File: src/rtl/paddle_driver_pkg.sv
// paddle_driver_pkg: shared state/direction codes and field geometry for the paddle step driver.
package paddle_driver_pkg;
  typedef enum logic [1:0] {IDLE = 2'd0, DELAY = 2'd1, REPEAT = 2'd2} stateT;
  typedef enum logic {UP = 1'b0, DOWN = 1'b1} dirT;
  typedef enum logic [1:0] {REQ_NONE = 2'd0, REQ_UP = 2'd1, REQ_DOWN = 2'd2} reqT;
  localparam int FIELD_ROWS = 32;
  localparam int PADDLE_TOP_BIT = 31;
  localparam int PADDLE_BOTTOM_BIT = 0;
  localparam int TIMER_BITS = 20;
endpackage

File: src/rtl/key_debounce.sv
// key_debounce: synchronizes an active-low raw key and accepts a level only after it has stayed stable.
module key_debounce
  import paddle_driver_pkg::*;
#(
  parameter int SYNC_STAGES = 2,
  parameter int DEBOUNCE_CYCLES = 50000
) (
  input  logic clk,
  input  logic reset,
  input  logic key,
  output logic db
);
  logic [SYNC_STAGES-1:0] syncChain;
  logic [TIMER_BITS-1:0] count;
  logic sync;
  assign sync = syncChain[SYNC_STAGES-1];
  always_ff @(posedge clk or negedge reset)
    if (!reset) begin
      syncChain <= '0;
      count <= '0;
      db <= 1'b0;
    end else begin
      syncChain <= {syncChain[SYNC_STAGES-2:0], ~key};
      if (sync == db) count <= '0;
      else if (count == TIMER_BITS'(DEBOUNCE_CYCLES)) begin
        db <= sync;
        count <= '0;
      end else count <= count + 1'b1;
    end
endmodule

File: src/rtl/paddle_driver.sv
// paddle_driver: turns two raw buttons into edge-guarded one-cycle paddle step pulses with auto-repeat.
module paddle_driver
  import paddle_driver_pkg::*;
#(
  parameter int SYNC_STAGES = 2,
  parameter int DEBOUNCE_CYCLES = 50000,
  parameter int REPEAT_DELAY = 500000,
  parameter int REPEAT_PERIOD = 250000
) (
  input  logic clk,
  input  logic reset,
  input  logic keyUp,
  input  logic keyDown,
  input  logic [FIELD_ROWS-1:0] verticalPosition,
  output logic moveUp,
  output logic moveDown
);
  logic dbUp, dbDown, pulse, match, nextUp, nextDown, unusedRows;
  stateT state, nextState;
  dirT dir, nextDir;
  reqT req;
  logic [TIMER_BITS-1:0] timer, nextTimer;
  assign unusedRows = ^verticalPosition[PADDLE_TOP_BIT-1:PADDLE_BOTTOM_BIT+1];
  key_debounce #(.SYNC_STAGES(SYNC_STAGES), .DEBOUNCE_CYCLES(DEBOUNCE_CYCLES)) upKey (
    .clk(clk), .reset(reset), .key(keyUp), .db(dbUp)
  );
  key_debounce #(.SYNC_STAGES(SYNC_STAGES), .DEBOUNCE_CYCLES(DEBOUNCE_CYCLES)) downKey (
    .clk(clk), .reset(reset), .key(keyDown), .db(dbDown)
  );
  always_ff @(posedge clk or negedge reset)
    if (!reset) begin
      state <= IDLE;
      dir <= UP;
      timer <= '0;
      moveUp <= 1'b0;
      moveDown <= 1'b0;
    end else begin
      state <= nextState;
      dir <= nextDir;
      timer <= nextTimer;
      moveUp <= nextUp;
      moveDown <= nextDown;
    end
  // A request mismatch wins over timer expiry, so release on the expiry edge drops the pulse.
  always_comb begin
    req = (dbUp & ~dbDown) ? REQ_UP : (dbDown & ~dbUp) ? REQ_DOWN : REQ_NONE;
    match = (req == REQ_UP && dir == UP) || (req == REQ_DOWN && dir == DOWN);
    nextState = state;
    nextDir = dir;
    nextTimer = timer;
    if (state == IDLE) begin
      if (req != REQ_NONE) begin
        nextDir = (req == REQ_UP) ? UP : DOWN;
        nextTimer = TIMER_BITS'(REPEAT_DELAY);
        nextState = DELAY;
      end
    end else if (!match) nextState = IDLE;
    else if (timer == TIMER_BITS'(1)) begin
      nextTimer = TIMER_BITS'(REPEAT_PERIOD);
      nextState = REPEAT;
    end else nextTimer = timer - 1'b1;
  end
  // Masked pulses still advance the FSM; only the output is suppressed at the field edge.
  always_comb begin
    pulse = (state == IDLE) ? (req != REQ_NONE) : (match && timer == TIMER_BITS'(1));
    nextUp = pulse && nextDir == UP && !verticalPosition[PADDLE_TOP_BIT];
    nextDown = pulse && nextDir == DOWN && !verticalPosition[PADDLE_BOTTOM_BIT];
  end
endmodule

File: config.mk
export PLATFORM = sky130hd
export DESIGN_NAME = paddle_driver
export DESIGN_NICKNAME = d
export VERILOG_FILES = /design/src/rtl/paddle_driver_pkg.sv /design/src/rtl/key_debounce.sv /design/src/rtl/paddle_driver.sv
export SDC_FILE = /design/constraint.sdc
export NUM_CORES = 1
export LEC_CHECK = 0
export CAP_MARGIN = 10
export CORE_MARGIN = 1
export CORE_UTILIZATION = 40
export CTS_CLUSTER_DIAMETER = 30
export DETAILED_ROUTE_END_ITERATION = 10
export MAX_ROUTING_LAYER = met4
export PLACE_DENSITY = 0.59
export SYNTH_ARGS = -nofsm -noshare
export SYNTH_HDL_FRONTEND = slang
export SYNTH_SLANG_ARGS = --single-unit
File: constraint.sdc
create_clock -name clk -period 2.6 [get_ports clk]
set_input_delay 0.52 -clock clk [delete_from_list [all_inputs] [get_ports clk]]
set_output_delay 0.52 -clock clk [all_outputs]
set_load 0.01 [all_outputs]
**After elaboration in Yosys (flattened, before gate mapping)**

Index checks and enable logic that the tools add are counted.

- Add/sub/neg operators: 3
- Mux-type cells: 18
- Equality and inequality tests: 9
- Reductions and logical operators: 17
- Bitwise operators: 10

Operators by type and width:

| operator | count |
|---|---|
| 20-bit two-way mux | 8 |
| 20-bit by 1-bit adder with 20-bit output, second input constant | 2 |
| 20-bit by 16-bit equality test with 1-bit output, second input constant | 2 |
| 20-bit by 1-bit equality test with 1-bit output, second input constant | 1 |
| 20-bit by 1-bit subtractor with 20-bit output, second input constant | 1 |
| 2-bit two-way mux | 6 |
| 1-bit inverter | 8 |
| 2-bit AND reduction | 4 |
| 1-bit logical AND | 7 |
| 1-bit two-way mux | 4 |
| 2-bit nonzero test | 2 |
| 3-bit by 1-bit != test with 1-bit output, second input constant | 1 |
| 1-bit bitwise AND | 2 |
| 1-bit equality test | 2 |
| 2-bit by 1-bit equality test with 1-bit output, second input constant | 1 |
| 2-bit equality test, second input constant | 1 |
| 1-bit zero test | 2 |
| 2-bit zero test | 1 |
| 2-bit by 1-bit != test with 1-bit output, second input constant | 1 |
| 1-bit logical OR | 1 |

- Output and inout port bits: 2
- Input bits: 36
- Logic and storage cells: 68
- Flip-flop bits (word level): 71

**Depth between registers and ports, before layout**

- Depth in word-level cells: 11
- Depth in mapped cells: 9
- Gate-level depth less buffers: 7

**By module**

Synthesis repeated with hierarchy kept, for this count alone.

- Cell total of the unflattened synthesis: 389
- Area, all modules: 3744.8 µm²

By module, submodules not included:

| module | area an instance (µm²) | times used | seq. area each (µm²) | cells each |
|---|---|---|---|---|
| paddle_driver | 1411.4 | 1 | 625.6 | 157 |
| key_debounce at downKey | 1169.9 | 1 | 575.6 | 115 |
| key_debounce at upKey | 1163.6 | 1 | 575.6 | 117 |

**Worst setup path after synthesis**

OpenSTA, ideal clock, no wires.

- Kind: flip-flop to flip-flop
- From: register timer[5]
- To: register timer[18]
- Setup time: 124 ps
- Arrival: 1896 ps
- Clock period less this slack: 2020 ps
- Stages on the path, launching flop included: 6
- Data required time: 2476 ps
- Setup slack: 580 ps
- Path through: dfrtp_1 -> or4_4 -> nor4b_4 -> nand3_1 -> a21o_1 -> a211o_1

- Cells in the longest elaborated chain, start to end: 4
- Elaborated cells between the ends (all ways): 5
- Those cells by class: 1 x add/sub; 1 x eq/ne; 3 x mux

Ends and longest elaborated chain:

| element | RTL line | RTL |
|---|---|---|
| start, declared | paddle_driver.sv:22 | `logic [TIMER_BITS-1:0] timer, nextTimer;` |
| start signal, assigned | paddle_driver.sv:40 | `timer <= nextTimer;` |
| 20-bit by 1-bit subtractor with 20-bit output or 20-bit by 1-bit equality test with 1-bit output (tied branches) | paddle_driver.sv:61, paddle_driver.sv:58 |  |
| 20-bit two-way mux (*) | paddle_driver.sv:58 | `else if (timer == TIMER_BITS'(1)) begin` |
| 20-bit two-way mux (*) | paddle_driver.sv:57 | `end else if (!match) nextState = IDLE;` |
| 20-bit two-way mux (*) | paddle_driver.sv:51 | `if (state == IDLE) begin` |

Mark *: on every way between the ends. The rest lies on a longest branch, timed or not. The select of a mux whose other input is x is not followed.
A chain may end at the register's enable or synchronous reset.

**Final worst setup path**

- From: register timer[2]
- To: register timer[18]

Same word-level chain as after synthesis.

==> impl_metrics.yaml <==
status:
  status: "complete, no violations"
global_routing:
  grtUsageTotal_pct: 16.4
  grt_max_degree: 72
  grt_pass1_vias: 2591
  gr-total-overflow: 0
  antenna_found_initial: 0
  grt_pass1_wl_mm: 12.0
cts:
  cts_hold_buf: 0
  cts_resized: 0
  cts_buffers: 9
  clk_latency_ps: 350
  cts_tree: "done"
  cts_setup_buffers: 0
  clkSinkCount: 71
  cts_buffer_depth: 2
  cts-root-buf: "clkbuf_8"
  clk_pin_slew_ps: 80
  cts_max_level: 3
pwr:
  p_total_uw: 2090
  vdd_ir_drop_max_v: 0.000215
  powerDensity_nw_per_um2: 527
  leakagePower_uw: 0.00176
yosys:
  synth_top_flop_cell: "dfrtp_1"
  async_reset_ff_share_pct: 100
  synth_area_um2: 3580
  yosys.area.top_type: "dfrtp_1"
  synth_cell_types: 42
  yosysSeqAreaShare_pct: 49.6
  ys_seq_elements: 71
  synth_warnings: 0
  synth_cells: 381
  ys_top_cells_by_area: "dfrtp_1, nor2_1, xnor2_1"
  synth_fp_nets: 425
  synth_top_area_share_pct: 49.6
  synth_edf_count: 0
  avgSynthCellArea_um2: 9.41
floorplanning:
  dieWidth_um: 96.7
  row_count: 34
  die_area_um2: 9340
  fp.dieH_um: 96.7
  io_pins: 38
  core_um2: 8680
  initial_core_util_pct: 41.3
placement:
  gp_congestion: 0.847
  dp_hpwl_mm: 4.55
  portBuffers: 7
  dp_cells: 490
  place_worst_setup_slack_ps: 345
timing:
  hold_violations: 0
  max_freq_mhz: 439
  period_needed_ps: 2280
  fin_setup_tns_ps: 0
  post-route-period-util_pct: 87.6
  finClkSkew_ps: 9.29
  setup_ws_ps: 323
  setup_violations: 0
  rsz0062_at_grt: "false"
  maxSlewHeadroom_pct: 40.0
  slew_violations: 0
  tightest_slew_ps: 899
drt:
  vias: 2646
  drtAntennaViolNets: 0
  viasPerCell: 5.23
  wirelength_mm: 6.96
  drc: 0
  drt-initial-drc-count: 114
  wl_per_cell_um: 13.8
  drt-pass1-iter-count: 4
worst_hold_path:
  hold_class: "in2async"
critical_path:
  timing.rr.end: "timer[18]"
  crit_chain: "or4_4, nor4b_4, and3_1, nor4_1, a211o_1"
  path_class: "reg2reg"
  worstSetupStartpoint: "timer[2]"
  r2r_cells: 5
  r2r_start: "timer[2]"
  slowest_stage: "or4_4"
  cp_max_fo: 10
  r2r_setup_slack_ps: 320
  required_ps: 2830
  crit_path_end: "timer[18]"
  critPathCaptureType: "flip-flop"
  critPathLaunchType: "flip-flop"
  max_stage_delay_ps: 560
  arrival_ps: 2510
layout:
  utilization_pct: 45.7
  instances_no_fill: 506
  diodes: 0
  area_growth_syn_to_layout_pct: 10.7
  layout.nets: 437
  n_fill_cell: 858
  layout_commonest_cell: "dfrtp_1"
  mostFrequentLayoutCells: "dfrtp_1, nor2_1, nand2_1"
  regArea_um2: 1780
  drive_above_1_share_pct: 7.54
  multi_input_area_um2: 1690
flow_run:
  maxCapViolCount: 0
registers in the layout, summed over array words and instances (netlist names), 2 cells and up:
register	flops
downKey.count	20
timer	20
upKey.count	20
downKey.syncChain	2
state	2
upKey.syncChain	2
per-layer routing:
metal / global-route usage [%] / up-vias / share of wire [%]
li1: - / 1336 / -
met1: 20.8 / 1277 / 51
met2: 25.4 / 25 / 45
met3: 3.83 / 8 / 2.6
met4: 6.54 / 0 / 1.4
met5: - / - / 0
synth_stat cells, types with 2 or more instances:
cell type	n
buf_2	4
nor4b_1	4
nand3_1	25
or4_1	2
or3_1	5
nand2b_1	3
clkbuf_1	5
a31o_2	2
o41ai_1	2
o22a_1	2
nand4_1	10
nor2_1	69
mux2i_1	3
o21ai_0	14
a21o_1	2
and4_1	3
nand2_1	27
dfrtp_1	71
or2_2	3
nor4_1	8
ha_1	8
inv_1	18
xor2_1	20
nor3b_1	3
and3_1	6
a21oi_1	15
nor3_1	11
a31oi_1	2
xnor2_1	21
critical path, delay by kind of cell (launching register included):
family,cells,cell delay (ps)
DFF,1,460
AOI/OAI and AO/OA,1,270
and+or+nand+nor,4,1420
where the power goes:
group	switching [uW]	total (uW)	leakage (uW)	internal [uW]
registers	10.9	1120	0.000978	1110
logic	41.6	61.7	0.000683	20.1
clock network	440	904	0.0000981	464
total	492	2090	0.00176	1600
kinds of logic after synthesis:
group	Yosys count	synth area share, %
DFF	71	49.6
buffers and inverters	28	3.18
muxes	4	1.15
adders and majority gates	8	2.79
AOI/OAI and AO/OA	44	7.40
xor gates and xnor gates	41	10.0
and+or+nand+nor	185	25.9
layout make-up:
| cell class | instances | share of cell area, % |
|---|---|---|
| clock buffers | 10 | 3.47 |
| multi-input cells | 282 | 42.7 |
| well taps | 108 | 3.40 |
| repair buffers | 11 | 2.46 |
| clock inverters | 6 | 1.51 |
| inverters | 18 | 1.70 |
| flip-flops and latches | 71 | 44.8 |
how the worst min path moves through the flow:
stage                     slack (ps)                    to  depth (start not counted)
after global routing             360  downKey.syncChain[1]                          0
after floorplan                  220                   dir                          0
after detailed placement         340    upKey.syncChain[1]                          0
final                            280             timer[14]                          1
after global placement           340  downKey.syncChain[1]                          0
after CTS                        330             timer[13]                          1
through the flow:
| step | area [um^2] | hold WS (ps) |
|---|---|---|
| floorplan | 3580 | 224 |
| global placement | 3770 | 337 |
| detailed placement | 3770 | 342 |
| CTS | 3970 | 332 |
| global route | 3970 | 365 |
| finish | 3970 | 279 |
Note: power is estimated with default switching activity, not from simulation.
